`config.mk`:
```
export PLATFORM = sky130hd
export DESIGN_NAME = pipe_stage_skid
export DESIGN_NICKNAME = d
export VERILOG_FILES = /design/src/rtl/pipe_pkg.sv /design/src/rtl/pipe_skid_slot.sv /design/src/rtl/pipe_stage_skid.sv
export SDC_FILE = /design/constraint.sdc
export NUM_CORES = 1
export LEC_CHECK = 0
export CAP_MARGIN = 10
export CORE_MARGIN = 8
export CORE_UTILIZATION = 46
export CTS_CLUSTER_DIAMETER = 30
export DETAILED_ROUTE_END_ITERATION = 8
export PLACE_DENSITY = 0.77
export SYNTH_ARGS = -nofsm -noshare
export SYNTH_HDL_FRONTEND = slang
export SYNTH_SLANG_ARGS = --single-unit
```
`constraint.sdc`:
```
create_clock -name clk -period 1.3 [get_ports clk]
set_input_delay 0.13 -clock clk [delete_from_list [all_inputs] [get_ports clk]]
set_output_delay 0.13 -clock clk [all_outputs]
set_load 0.005 [all_outputs]
```
`src/rtl/pipe_pkg.sv`:
```
// EX->MEM pipeline register field layouts shared by the skid-buffered stage cascade.
package pipe_pkg;
  localparam int EXMEM_CTRL_W = 4;
  localparam int EXMEM_DATA_W = 101;

  typedef struct packed {
    logic       regwrite;
    logic [1:0] resultsrc;
    logic       memwrite;
  } exmem_ctrl_t;

  typedef struct packed {
    logic [31:0] aluresult;
    logic [31:0] writedata;
    logic [4:0]  rd;
    logic [31:0] pcplus4;
  } exmem_data_t;
endpackage

```
`src/rtl/pipe_skid_slot.sv`:
```
// One register slot: main entry drives the output, skid entry absorbs the single
// in-flight beat that arrives after downstream stalls; ready is !skid_vld (registered).
module pipe_skid_slot #(
  parameter int CTRL_W = 4,
  parameter int DATA_W = 101
) (
  input  logic              clk,
  input  logic              reset,
  input  logic              flush,
  input  logic              in_valid,
  output logic              in_ready,
  input  logic [CTRL_W-1:0] in_ctrl,
  input  logic [DATA_W-1:0] in_data,
  output logic              out_valid,
  input  logic              out_ready,
  output logic [CTRL_W-1:0] out_ctrl,
  output logic [DATA_W-1:0] out_data
);
  logic              main_vld, skid_vld;
  logic [CTRL_W-1:0] main_ctrl, skid_ctrl;
  logic [DATA_W-1:0] main_data, skid_data;

  assign in_ready  = !skid_vld;
  assign out_valid = main_vld;
  assign out_ctrl  = main_vld ? main_ctrl : '0;
  assign out_data  = main_data;

  always_ff @(posedge clk) begin
    if (reset) begin
      main_vld  <= 1'b0;
      skid_vld  <= 1'b0;
      main_ctrl <= '0;
      skid_ctrl <= '0;
      main_data <= '0;
      skid_data <= '0;
    end else if (flush) begin
      // payload is left as-is; only the fields that can cause side effects are squashed
      main_vld  <= 1'b0;
      skid_vld  <= 1'b0;
      main_ctrl <= '0;
      skid_ctrl <= '0;
    end else if (!main_vld || out_ready) begin
      if (skid_vld) begin
        main_vld  <= 1'b1;
        main_ctrl <= skid_ctrl;
        main_data <= skid_data;
        skid_vld  <= 1'b0;
        skid_ctrl <= '0;
      end else if (in_valid) begin
        main_vld  <= 1'b1;
        main_ctrl <= in_ctrl;
        main_data <= in_data;
      end else begin
        main_vld  <= 1'b0;
        main_ctrl <= '0;
      end
    end else if (in_valid && !skid_vld) begin
      skid_vld  <= 1'b1;
      skid_ctrl <= in_ctrl;
      skid_data <= in_data;
    end
  end
endmodule

```
`src/rtl/pipe_stage_skid.sv`:
```
// Cascade of STAGES skid slots with flush and bubble squashing.
// Optional PIPE_STAGE_SKID_STATS_EN adds saturating stall_cnt / flush_cnt outputs.
module pipe_stage_skid
  import pipe_pkg::*;
#(
  parameter int CTRL_W = EXMEM_CTRL_W,
  parameter int DATA_W = EXMEM_DATA_W,
  parameter int STAGES = 1
) (
  input  logic              clk,
  input  logic              reset,
  input  logic              flush,
  input  logic              in_valid,
  output logic              in_ready,
  input  logic [CTRL_W-1:0] in_ctrl,
  input  logic [DATA_W-1:0] in_data,
  output logic              out_valid,
  input  logic              out_ready,
  output logic [CTRL_W-1:0] out_ctrl,
  output logic [DATA_W-1:0] out_data
`ifdef PIPE_STAGE_SKID_STATS_EN
  ,
  output logic [31:0]       stall_cnt,
  output logic [15:0]       flush_cnt
`endif
);
  if (STAGES < 1 || STAGES > 8) begin : g_bad_stages
    $error("pipe_stage_skid: STAGES=%0d outside 1..8", STAGES);
  end

  // index 0 is the upstream port, index STAGES the downstream port
  logic [STAGES:0]             vld_pipe, rdy_pipe;
  logic [STAGES:0][CTRL_W-1:0] ctrl_pipe;
  logic [STAGES:0][DATA_W-1:0] data_pipe;

  assign vld_pipe[0]      = in_valid;
  assign ctrl_pipe[0]     = in_ctrl;
  assign data_pipe[0]     = in_data;
  assign in_ready         = rdy_pipe[0];
  assign rdy_pipe[STAGES] = out_ready;
  assign out_valid        = vld_pipe[STAGES];
  assign out_ctrl         = ctrl_pipe[STAGES];
  assign out_data         = data_pipe[STAGES];

  for (genvar g = 0; g < STAGES; g++) begin : g_slot
    pipe_skid_slot #(.CTRL_W(CTRL_W), .DATA_W(DATA_W)) u_slot (
      .clk      (clk),
      .reset    (reset),
      .flush    (flush),
      .in_valid (vld_pipe[g]),
      .in_ready (rdy_pipe[g]),
      .in_ctrl  (ctrl_pipe[g]),
      .in_data  (data_pipe[g]),
      .out_valid(vld_pipe[g+1]),
      .out_ready(rdy_pipe[g+1]),
      .out_ctrl (ctrl_pipe[g+1]),
      .out_data (data_pipe[g+1])
    );
  end

`ifdef PIPE_STAGE_SKID_STATS_EN
  // a slot's skid is only ever occupied behind a valid main, so main valids suffice
  logic any_held;
  assign any_held = (vld_pipe >> 1) != '0;

  always_ff @(posedge clk) begin
    if (reset) begin
      stall_cnt <= '0;
      flush_cnt <= '0;
    end else begin
      if (out_valid && !out_ready && stall_cnt != '1) stall_cnt <= stall_cnt + 32'd1;
      if (flush && any_held && flush_cnt != '1)        flush_cnt <= flush_cnt + 16'd1;
    end
  end
`endif
endmodule

```
==> qor.csv, run 1 <==
metric,value,unit
maxCapViolCount,0,
worstPathRequired,1670,ps
stdcell_count,1543,
powerDensity,1330,nW/µm²
fin_area,16200,µm²
clkLatencyLatePin,500,ps
synth_simple_gate_area_share,14.2,%
wirelength,34800,µm
hold_class,in2reg,
tightest_slew,360,ps
synth_top_area_share,44.4,%
row_count,52,
clockBufferDepth,3,
vdd_drop_max,1.02,mV
p_leak,0.00599,µW
p_int,16400,µW
cts_tree,done,
grt_max_degree,82,
multiInputGateArea,5770,µm²
synth_edf_count,0,
drcViolationCount,0,
r2r_start,g_slot[0].u_slot.out_valid,
grt_pass1_vias,8981,
syn_to_final_growth,69.5,%
synthCells,944,
fill_cells,1168,
ant_nets,0,
net-switching-power,5100,µW
setup-violations-final,214,
p_sw_share,23.7,%
dp_cells,1391,
first_pass_iters,7,
synth_cell_types,24,
muxShareOfSynthArea,21.2,%
synth_area,9550,µm²
violations,setup timing,
critPathLaunchType,flop,
finClkSkew,14.1,ps
grt_pass1_wl,50700,µm
seq_area,4270,µm²
synth_compound_area_share,14.8,%
setup-tns-final,-30010,ps
crit_arrival,1910,ps
die_h,160,µm
routabilityCongestion,0.768,
dpl-instance-area,12200,µm²
timing.fmax,0.648,GHz
setup_ws,-243,ps
ys.flop_type,dfxtp_1,
grt_antenna_before_repair,2,
synth.largest_area_cell,dfxtp_1,
cts_sinks,212,
clkTransAtPathRegs,60,ps
grt-busiest-layer,met2,
rsz0062_at_grt,true,
comb_power_share,12.4,%
via_count,8551,
final_nets,1350,
synth.avg_cell_area,10.1,µm²
yosys_register_bits,212,
synth_xor_area_share,0,%
cts_buffers,45,
cts-root-buf,clkbuf_16,
grt.total_usage,24.2,%
startpoint,g_slot[0].u_slot.out_valid,
maxSlewViolCount,0,
cp-end-kind,flop,
initial_core_util,47.1,%
ys_top_cells_by_count,"212 x dfxtp_1, 203 x nand2b_1, 202 x mux2i_1",
clockPowerShare,55.1,%
htreeDepth,2,
use_met3,5.32,%
portBuffers,216,
worstPathMaxFanout,5,
syn_nets,1054,
synth.top_cells.by_area,"dfxtp_1 44%, mux2i_1 21%, nand2b_1 13%, a211oi_1 7.9%, a21oi_1 5.3%",
met1_usage,29.0,%
drtIter0Drc,404,
grt.met2_usage,41.9,%
hp-start,in_data[23],
report.final.hold_viol_count,0,
dieArea,25600,µm²
routedWlPerCell,22.5,µm
die_x,160,µm
yosys_warnings,0,
relSlewSlack,76.0,%
place_hpwl,17100,µm
avgViaCountPerCell,5.54,
synth_fa_ha_area_share,0,%
io_pins,217,
fin_crit_sh,119,%
power_frac_seq,32.4,%
ys_seq_area_share,44.4,%
synth_top_family_by_area,multiplexers,
setup.worst_path.class,reg2reg,
grt_overflow_total,0,
drive_above_1_share,31.9,%
core,20300,µm²
async_flop_share,0,%
period_needed,1540,ps
yosysMostFrequentCell,dfxtp_1,
post-place-ws,-441,ps
status,"complete, but fails checks",
cell families after synthesis:
family,Yosys count
AO/OA/AOI/OAI,221
flip-flops,212
buffers and inverters,92
AND/OR/NAND/NOR,217
multiplexers,202
power groups by stage:
| stage | Combinational [µW] | Clock [µW] | Sequential [µW] |
|---|---|---|---|
| detailed placement | 1960 | 0 | 7020 |
| global route | 2810 | 12300 | 6970 |
| global placement | 1930 | 0 | 7020 |
| floorplan | 840 | 0 | 7030 |
| finish | 2670 | 11800 | 6950 |
| CTS | 2380 | 11900 | 6910 |
per-stage QoR:
step	hold slack, ps	util (%)	total power [µW]
after floorplan	209	-	7870
after global placement	440	60.1	8950
after detailed placement	442	60.1	8980
after CTS	207	76.7	21200
after global routing	227	79.8	22100
final	228	79.8	21500
path summary, 6_finish.rpt:
check                                   endpoint  slack, ps  depth (start not counted)
setup / recovery    g_slot[0].u_slot.out_data[0]       -240                          6
hold reg to reg   g_slot[0].u_slot.skid_data[16]        470                          2
hold / removal    g_slot[0].u_slot.skid_data[23]        230                          3
setup reg to reg    g_slot[0].u_slot.out_data[0]       -240                          6
cells in the final DEF (no fill, tap or decap), types with 2 or more instances in the layout:
cell type | synthesis | routed
a211oi_1 | 101 | 5
a211oi_2 | 0 | 94
a211oi_4 | 0 | 2
a21oi_1 | 102 | 49
a21oi_2 | 0 | 34
a21oi_4 | 0 | 19
a22o_1 | 3 | 3
a32o_1 | 4 | 4
and2_4 | 0 | 3
buf_12 | 0 | 40
buf_16 | 0 | 24
buf_2 | 36 | 2
buf_4 | 4 | 19
buf_6 | 1 | 30
buf_8 | 9 | 8
bufinv_16 | 0 | 8
clkbuf_1 | 40 | 3
clkbuf_16 | 0 | 52
clkdlybuf4s15_1 | 0 | 3
clkdlybuf4s50_1 | 0 | 108
clkinv_2 | 0 | 7
clkinv_4 | 0 | 4
clkinvlp_4 | 0 | 5
dfxtp_1 | 212 | 190
dfxtp_2 | 0 | 21
dlygate4sd2_1 | 0 | 97
inv_6 | 0 | 4
mux2i_1 | 202 | 192
mux2i_2 | 0 | 7
mux2i_4 | 0 | 3
nand2b_1 | 203 | 202
nor3_4 | 0 | 2
o21ai_0 | 5 | 4
o21ba_2 | 5 | 4
final cells by class:
cell class	count	share of cell area [%]
multi-input combinational	640	35.6
sequential	212	26.4
timing repair buffer	340	26.1
clock buffer	50	7.26
clock inverter	29	2.43
tap	270	2.09
inverter	1	0.0232
antenna	1	0.0155
state kept, by name, summed over array words and instances (netlist names):
name and flops:
g_slot.u_slot.out_valid 1, g_slot.u_slot.skid_ctrl 4, g_slot.u_slot.main_ctrl 4, g_slot.u_slot.out_data 101, g_slot.u_slot.skid_vld 1, g_slot.u_slot.skid_data 101
what timing repair did:
action,in CTS,in global routing
gates cloned,30,7
hold buffers,1,0
setup endpoints to repair,314,225
setup buffers,33,16
endpoints found under the hold margin,3,0
pin swaps,47,28
gates resized for setup,313,149
critical path, stage by stage, from the launching register on:
cell       delay (ps)
dfxtp_2           330
and2b_2           220
nor3_4            280
buf_6             210
buf_12            160
clkbuf_16         150
a211oi_2           60
routing by layer:
metal	vias up	wire [µm]	part of all wire (%)
li1	3966	-	-
met1	4222	14700	42
met2	284	17300	50
met3	77	1810	5.2
met4	2	964	2.8
met5	-	13	0.037
Power figures use the tool's default switching activity.
==> run 2, diff against run 1 <==
--- a/config.mk
+++ b/config.mk
@@ -10,7 +10,7 @@
 export CORE_UTILIZATION = 46
 export CTS_CLUSTER_DIAMETER = 30
 export DETAILED_ROUTE_END_ITERATION = 8
-export PLACE_DENSITY = 0.77
+export PLACE_DENSITY = 0.81
 export SYNTH_ARGS = -nofsm -noshare
 export SYNTH_HDL_FRONTEND = slang
 export SYNTH_SLANG_ARGS = --single-unit
==> qor.csv, run 2 (synthesized netlist as in run 1, its figures left out) <==
metric,value,unit,change
wirelength,34900,µm,was 34800 µm
relSlewSlack,61.6,%,was 76.0%
ant_nets,0,,unchanged
report.final.hold_viol_count,0,,unchanged
p_leak,0.00580,µW,was 0.00599 µW
post-place-ws,-362,ps,was -441 ps
grt_max_degree,111,,was 82
drive_above_1_share,31.1,%,was 31.9%
final_cell_mix,"202 x nand2b_1, 194 x dfxtp_1, 183 x mux2i_1, 108 x clkdlybuf4s50_1, 96 x a211oi_2",,"was 202 x nand2b_1, 192 x mux2i_1, 190 x dfxtp_1, 108 x clkdlybuf4s50_1, 97 x dlygate4sd2_1"
avgViaCountPerCell,5.63,,was 5.54
rsz0062_at_grt,true,,unchanged
place_hpwl,17200,µm,was 17100 µm
clockBufferDepth,3,,unchanged
status,"complete, but fails checks",,unchanged
vdd_drop_max,0.964,mV,was 1.02 mV
die_h,160,µm,unchanged
clkLatencyLatePin,530,ps,was 500 ps
period_needed,1570,ps,was 1540 ps
p_sw_share,24.4,%,was 23.7%
powerDensity,1310,nW/µm²,was 1330 nW/µm²
routedWlPerCell,22.8,µm,was 22.5 µm
timing.fmax,0.637,GHz,was 0.648 GHz
clkTransAtPathRegs,50,ps,was 60 ps
net-switching-power,5060,µW,was 5100 µW
die_x,160,µm,unchanged
maxSlewViolCount,0,,unchanged
setup.worst_path.class,reg2reg,,unchanged
finClkSkew,24.5,ps,was 14.1 ps
routabilityCongestion,0.749,,was 0.768
core,20300,µm²,unchanged
cpMostUsedCell,buf_6,,
syn_to_final_growth,65.8,%,was 69.5%
critPathTopFamily,simple AND/OR/NAND/NOR gates,,was buffers and inverters
cts-root-buf,clkbuf_16,,unchanged
setup_ws,-269,ps,was -243 ps
final_nets,1336,,was 1350
p_int,15700,µW,was 16400 µW
crit_chain,and2b_1 -> nor3b_4 -> buf_6 -> buf_6 -> mux2i_1,,was and2b_2 -> nor3_4 -> buf_6 -> buf_12 -> clkbuf_16 -> a211oi_2
comb_power_share,12.5,%,was 12.4%
worstPathRequired,1720,ps,was 1670 ps
grt_overflow_total,0,,unchanged
critPathSlowestCell,dfxtp_4,,was dfxtp_2
grt_antenna_before_repair,3,,was 2
setup-violations-final,209,,was 214
grt.total_usage,23.8,%,was 24.2%
htreeDepth,2,,unchanged
portBuffers,216,,unchanged
critPathLaunchType,flop,,unchanged
fin_crit_sh,121,%,was 119%
via_count,8613,,was 8551
dpl-instance-area,12300,µm²,was 12200 µm²
initial_core_util,47.1,%,unchanged
violations,setup timing,,unchanged
drcViolationCount,0,,unchanged
cts_sinks,212,,unchanged
cp-end-kind,flop,,unchanged
dieArea,25600,µm²,unchanged
grt_pass1_wl,50000,µm,was 50700 µm
cts_tree,done,,unchanged
power_frac_seq,33.6,%,was 32.4%
io_pins,217,,unchanged
fin_area,15800,µm²,was 16200 µm²
maxCapViolCount,0,,unchanged
first_pass_iters,5,,was 7
setup-tns-final,-33730,ps,was -30010 ps
crit_arrival,1990,ps,was 1910 ps
path_buf_inv,2,,was 3
tightest_slew,576,ps,was 360 ps
grt_pass1_vias,9083,,was 8981
row_count,52,,unchanged
hold_class,in2reg,,unchanged
final_common_cell,nand2b_1,,unchanged
clockPowerShare,54.0,%,was 55.1%
worstPathMaxFanout,6,,was 5
max_stage_delay,350,ps,was 330 ps
cts_buffers,43,,was 45
drtIter0Drc,516,,was 404
## run 2: cell count changes in the layout (fill, tap and decap cells not counted), moves of 4 or more
cell | before | now
a211oi_1 | 5 | 1
buf_16 | 24 | 15
a21oi_2 | 34 | 28
mux2i_2 | 7 | 12
a21oi_1 | 49 | 58
dfxtp_2 | 21 | 16
dfxtp_1 | 190 | 194
buf_12 | 40 | 35
clkbuf_8 | 1 | 5
mux2i_1 | 192 | 183
mux2i_4 | 3 | 7
clkbuf_1 | 3 | 7
## run 2: final cells by class
type,count,area [µm²]
Antenna cell,1,2.50
Clock inverter,23,290
Fill cell,1181,4460
Tap cell,270,338
Multi-Input combinational cell,641,5810
Inverter,1,3.75
Timing Repair Buffer,327,3930
Clock buffer,56,1200
Sequential cell,212,4270
## run 2: worst reg2reg max path, cell delays in order (launching register included)
cell and delay (ps):
dfxtp_4 350, and2b_1 200, nor3b_4 320, buf_6 220
buf_6 170, mux2i_1 230
## run 2: timing repair
item / in CTS / in global routing
endpoints found under the hold margin: 4 / 0
hold buffers: 1 / 0
buffers inserted: 32 / 10
setup endpoints to repair: 311 / 225
resized for setup: 306 / 152
pin swaps: 10 / 18
cloned: 26 / 9
## run 2: routing by layer
layer  share of wire [%]  track usage, %
met1                  40            27.3
met2                  50            41.4
met3                 6.2            5.73
met4                 4.0            10.6
met5               0.077               0
## run 2: power by group through the flow
| stage | Sequential (µW) | Combinational [µW] | Clock [µW] |
|---|---|---|---|
| finish | 6960 | 2590 | 11200 |
| global route | 6980 | 2730 | 11600 |
| CTS | 6910 | 2360 | 11200 |
| detailed placement | 7030 | 1950 | 0 |
| global placement | 7030 | 1910 | 0 |
| floorplan | 7030 | 840 | 0 |
## run 2: final timing paths
path,start,to,slack [ps],cells after the start
worst min register to register,g_slot[0].u_slot.skid_data[33],g_slot[0].u_slot.skid_data[33],470,2
worst max-delay path,g_slot[0].u_slot.skid_vld,g_slot[0].u_slot.skid_data[66],-270,5
worst max register to register,g_slot[0].u_slot.skid_vld,g_slot[0].u_slot.skid_data[66],-270,5
worst min-delay path,in_data[28],g_slot[0].u_slot.skid_data[28],210,3
## run 2: per-stage QoR
stage               power (µW)  util, %  hold slack (ps)  std cells
floorplan                 7870        -              209        944
global placement          8940     60.4              419       1395
detailed placement        8980     60.4              421       1395
CTS                      20500     75.5              204       1531
global route             21300     78.0              222       1531
finish                   20700     78.0              208       1531
